**src/rtl/cdb_arbiter.sv**
```systemverilog
// Common data bus arbiter: one holding slot per execution unit, round-robin
// grant of one slot per cycle onto a registered CDB broadcast.
module cdb_arbiter #(
  parameter int unsigned NREQ = 2,
  parameter int unsigned ROBW = 4
) (
  input  logic                 clk,
  input  logic                 rst,
  input  logic                 rdy,
  input  logic                 clr,
  input  logic [NREQ-1:0]      req_valid,
  input  logic [NREQ*ROBW-1:0] req_rob,
  input  logic [NREQ*32-1:0]   req_val,
  output logic [NREQ-1:0]      req_ready,
  output logic                 cdb_valid,
  output logic [ROBW-1:0]      cdb_rob,
  output logic [31:0]          cdb_val
);

  localparam int unsigned PtrW = (NREQ > 1) ? $clog2(NREQ) : 1;

  logic [NREQ-1:0] hold_valid_q;
  logic [ROBW-1:0] hold_rob_q [NREQ];
  logic [31:0]     hold_val_q [NREQ];
  logic [PtrW-1:0] ptr_q;
  logic [PtrW-1:0] ptr_d;

  logic            cdb_valid_q;
  logic [ROBW-1:0] cdb_rob_q;
  logic [31:0]     cdb_val_q;

  logic [NREQ-1:0] grant;
  logic [PtrW-1:0] grant_idx;
  logic            any_grant;
  logic [PtrW:0]   scan_sum;
  logic [PtrW-1:0] scan_idx;

  // Round-robin scan starting at ptr; the extra sum bit keeps the
  // modulo-NREQ wrap correct when NREQ is not a power of two.
  always_comb begin
    grant     = '0;
    grant_idx = '0;
    any_grant = 1'b0;
    scan_sum  = '0;
    scan_idx  = '0;
    for (int k = 0; k < int'(NREQ); k++) begin
      scan_sum = {1'b0, ptr_q} + (PtrW+1)'(k);
      if (scan_sum >= (PtrW+1)'(NREQ)) begin
        scan_sum = scan_sum - (PtrW+1)'(NREQ);
      end
      scan_idx = scan_sum[PtrW-1:0];
      if (!any_grant && hold_valid_q[scan_idx]) begin
        any_grant        = 1'b1;
        grant[scan_idx]  = 1'b1;
        grant_idx        = scan_idx;
      end
    end
  end

  // Pointer advances past the winner, wrapping explicitly at NREQ-1.
  always_comb begin
    ptr_d = ptr_q;
    if (any_grant) begin
      if (grant_idx == PtrW'(NREQ - 1)) begin
        ptr_d = '0;
      end else begin
        ptr_d = grant_idx + PtrW'(1);
      end
    end
  end

  // A slot being broadcast this cycle may refill in the same cycle.
  always_comb begin
    for (int i = 0; i < int'(NREQ); i++) begin
      req_ready[i] = rdy && !clr && (!hold_valid_q[i] || grant[i]);
    end
  end

  // Slot, pointer and broadcast registers; rdy=0 freezes everything, clr flushes.
  always_ff @(posedge clk or posedge rst) begin
    if (rst) begin
      hold_valid_q <= '0;
      ptr_q        <= '0;
      cdb_valid_q  <= 1'b0;
      cdb_rob_q    <= '0;
      cdb_val_q    <= '0;
      for (int i = 0; i < int'(NREQ); i++) begin
        hold_rob_q[i] <= '0;
        hold_val_q[i] <= '0;
      end
    end else if (rdy) begin
      if (clr) begin
        hold_valid_q <= '0;
        ptr_q        <= '0;
        cdb_valid_q  <= 1'b0;
      end else begin
        cdb_valid_q <= any_grant;
        ptr_q       <= ptr_d;
        if (any_grant) begin
          cdb_rob_q <= hold_rob_q[grant_idx];
          cdb_val_q <= hold_val_q[grant_idx];
        end
        for (int i = 0; i < int'(NREQ); i++) begin
          if (req_valid[i] && req_ready[i]) begin
            hold_valid_q[i] <= 1'b1;
            hold_rob_q[i]   <= req_rob[i*ROBW +: ROBW];
            hold_val_q[i]   <= req_val[i*32 +: 32];
          end else if (grant[i]) begin
            hold_valid_q[i] <= 1'b0;
          end
        end
      end
    end
  end

  assign cdb_valid = cdb_valid_q;
  assign cdb_rob   = cdb_rob_q;
  assign cdb_val   = cdb_val_q;

endmodule
```
**config.mk**
```make
export PLATFORM = sky130hd
export DESIGN_NAME = cdb_arbiter
export DESIGN_NICKNAME = d
export VERILOG_FILES = /design/src/rtl/cdb_arbiter.sv
export SDC_FILE = /design/constraint.sdc
export NUM_CORES = 1
export LEC_CHECK = 0
export ABC_AREA = 1
export BUFFER_PORTS_ARGS = -buffer_cell sky130_fd_sc_hd__buf_2
export CORE_ASPECT_RATIO = 1.4
export CORE_UTILIZATION = 45
export CTS_BUF_LIST = sky130_fd_sc_hd__clkbuf_4 sky130_fd_sc_hd__clkbuf_8
export DETAILED_ROUTE_END_ITERATION = 6
export PLACE_DENSITY = 0.71
export SETUP_SLACK_MARGIN = 0.02
export SLEW_MARGIN = 10
export SYNTH_ARGS = -nofsm -noshare
export SYNTH_HDL_FRONTEND = slang
export SYNTH_SLANG_ARGS = --single-unit
```
**constraint.sdc**
```tcl
create_clock -name clk -period 3.45 [get_ports clk]
set_input_delay 0.5175 -clock clk [delete_from_list [all_inputs] [get_ports clk]]
set_output_delay 0.5175 -clock clk [all_outputs]
set_load 0.005 [all_outputs]
```
==> impl_metrics.ini <==
[clock_tree]
numCtsBuffers = 9
tritoncts = built
postCtsHoldBufs = 0
cts_buffer_depth = 2
cts_root_buf = clkbuf_8
clk_pin_slew_ns = 0.10
cts.sinks = 112
cts_resized = 0
clock_latency_ns = 0.38
cts-htree-levels = 3
cts_setup_buffers = 0

[setup_path]
rr_worst_depth = 6
crit_slowest_cell = dfrtp_1
rr_startpoint = hold_valid_q[1]$_DFFE_PP0P_
path_buf_inv = 2
crit_chain = buf_4 > nand2_1 > a21oi_1 > buf_2
worstSetupPathType = reg2out
critPathLaunchType = flip-flop
worstPathRequired_ns = 2.93
r2r_setup_slack_ns = 0.97
crit_arrival_ns = 2.11
path_delay_family = flip-flops
cp_slowest_stage_delay_ns = 0.84
worst_r2r_endpoint = hold_val_q[46]$_DFFE_PP0P_
end_kind = output pin
path_depth = 4
critPathMaxFanout = 23

[logic_synthesis]
seq_area_frac_synth_pct = 56.4
syn-num-nets = 692
synth_area_um2 = 4970
synth_edf_count = 0
synth_top_cell_by_area = dfrtp_1
synthCells = 614
synthTopCellsByArea = dfrtp_1 56%, nand2_1 22%, nand4_1 4.5%
synth_seq_cells = 112
postSynthAreaPerCell_um2 = 8.10
synthArstFlopShare_pct = 100
synth_warnings = 0
yosysMostFrequentCell = nand2_1
yosys_most_used_dff = dfrtp_1
synth_top_area_share_pct = 56.4
synth.distinct_cells = 21
ys_top_cells_by_count = 296 x nand2_1, 112 x dfrtp_1, 43 x inv_1

[timing]
maxSlewViolCount = 0
max_slew.worst_pin.slew_ns = 0.789
skew_ns = 0.00989
finalSetupViolCount = 0
fin_setup_tns_ns = 0
period_needed_ns = 2.63
timing.hold.ws_ns = 0.148
rsz0062_at_grt = false
fmax_ghz = 0.381
finalWorstSetupSlack_ns = 0.822
fin_crit_sh_pct = 76.2
relSlewSlack_pct = 47.3
hold_violations = 0

[grt]
grt_max_degree = 55
grt.total_usage_pct = 21.6
gr-total-overflow = 0
grt_pass1_wl_mm = 19.6
grt_pass1_vias = 4201
antenna_found_initial = 0

[route]
num_vias = 4283
ant_nets = 0
drc_errors = 0
vias_per_cell = 5.01
dr.pass1.iters = 6
wl_mm = 11.9
wire_per_inst_um = 14.0
drt_iter0_markers = 236

[pwr]
power_leakage_nw = 3.38
powerDensity_nw_per_um2 = 572
worst_ir_drop_vdd_uv = 226

[cells_and_area]
diodes = 0
final_cells = 855
drive_above_1_share_pct = 20.6
final_nets = 787
area_growth_pct = 17.1
design_area_um2 = 5820

[status]
status = finished, final reports clean

[placement]
dp_hpwl_mm = 8.01
dpl_cell_area_um2 = 5600
dp_slack_ns = 1.03
portBuffers = 116
gp_congestion = 0.794
placedCellCount = 839

[floorplan]
rows = 45
dieArea_um2 = 11500
die_h_um = 126
start_util_pct = 46.0
die-width_um = 90.8
io_pins = 117
design.core.area_um2 = 10800

[run]
maxCapViolCount = 0

[min_path]
holdCritPathClass = in2async
stage by stage:
stage	utilization (%)	total power [W]
global placement	51.8	0.00246
detailed placement	51.8	0.00249
global route	53.8	0.00354
CTS	53.8	0.00336
finish	53.8	0.00333
floorplan	-	0.00220
kinds of logic (layout without fill, tap and decap cells):
| group | Yosys count | count (layout) | share of synthesized area, % |
|---|---|---|---|
| and+or+nand+nor | 378 | 378 | 31.8 |
| DFF | 112 | 112 | 56.4 |
| buffers and inverters | 84 | 184 | 7.80 |
| AOI/OAI and AO/OA | 40 | 40 | 4.08 |
worst max-delay path by stage:
| stage | slack [ns] | from | endpoint |
|---|---|---|---|
| floorplan | 1.58 | rst | cdb_rob[0]$_DFFE_PP0P_ |
| global placement | 1.19 | hold_valid_q[1]$_DFFE_PP0P_ | hold_rob_q[6]$_DFFE_PP0P_ |
| detailed placement | 1.03 | hold_valid_q[1]$_DFFE_PP0P_ | hold_val_q[46]$_DFFE_PP0P_ |
| CTS | 0.85 | hold_valid_q[1]$_DFFE_PP0P_ | req_ready[1] |
| global route | 0.69 | hold_valid_q[1]$_DFFE_PP0P_ | req_ready[0] |
| finish | 0.82 | hold_valid_q[1]$_DFFE_PP0P_ | req_ready[1] |
report_power, final:
part	switching [W]	total [W]	internal (W)
Combinational	0.000396	0.000699	0.000304
Clock	0.000418	0.000871	0.000453
Sequential	0.000161	0.00176	0.00160
Total	0.000974	0.00333	0.00235
sequential cells by signal (all words and copies together), names as in the netlist:
signal / count
ptr_q: 1
cdb_valid: 1
hold_rob_q: 8
cdb_rob: 4
hold_val_q: 64
hold_valid_q: 2
cdb_val: 32
area by class of cell:
type,instances,area [µm²]
Fill cell,1082,4990
Clock inverter,3,65.1
Multi-Input combinational cell,418,1790
Clock buffer,13,160
Timing Repair Buffer,124,653
Inverter,44,169
Sequential cell,112,2800
Tap cell,141,176
metal layers:
metal / GRT usage [%] / vias up / share of wire, %
met5: 0 / - / 0
met4: 7.84 / 0 / 1.3
met3: 2.70 / 13 / 4.6
met2: 36.7 / 121 / 50
met1: 28.5 / 2034 / 44
li1: - / 2115 / -
cell usage in the layout (no fill, tap or decap), drive strengths merged:
| cell | n |
|---|---|
| o21ai | 37 |
| inv | 43 |
| nand3b | 1 |
| a21oi | 2 |
| nand4 | 36 |
| buf | 124 |
| nor2 | 3 |
| nand3 | 41 |
| clkinvlp | 1 |
| nand2 | 297 |
| clkbuf | 13 |
| o211ai | 1 |
| dfrtp | 112 |
| bufinv | 2 |
| clkinv | 1 |
No activity file was read; power rests on OpenSTA's default activity.
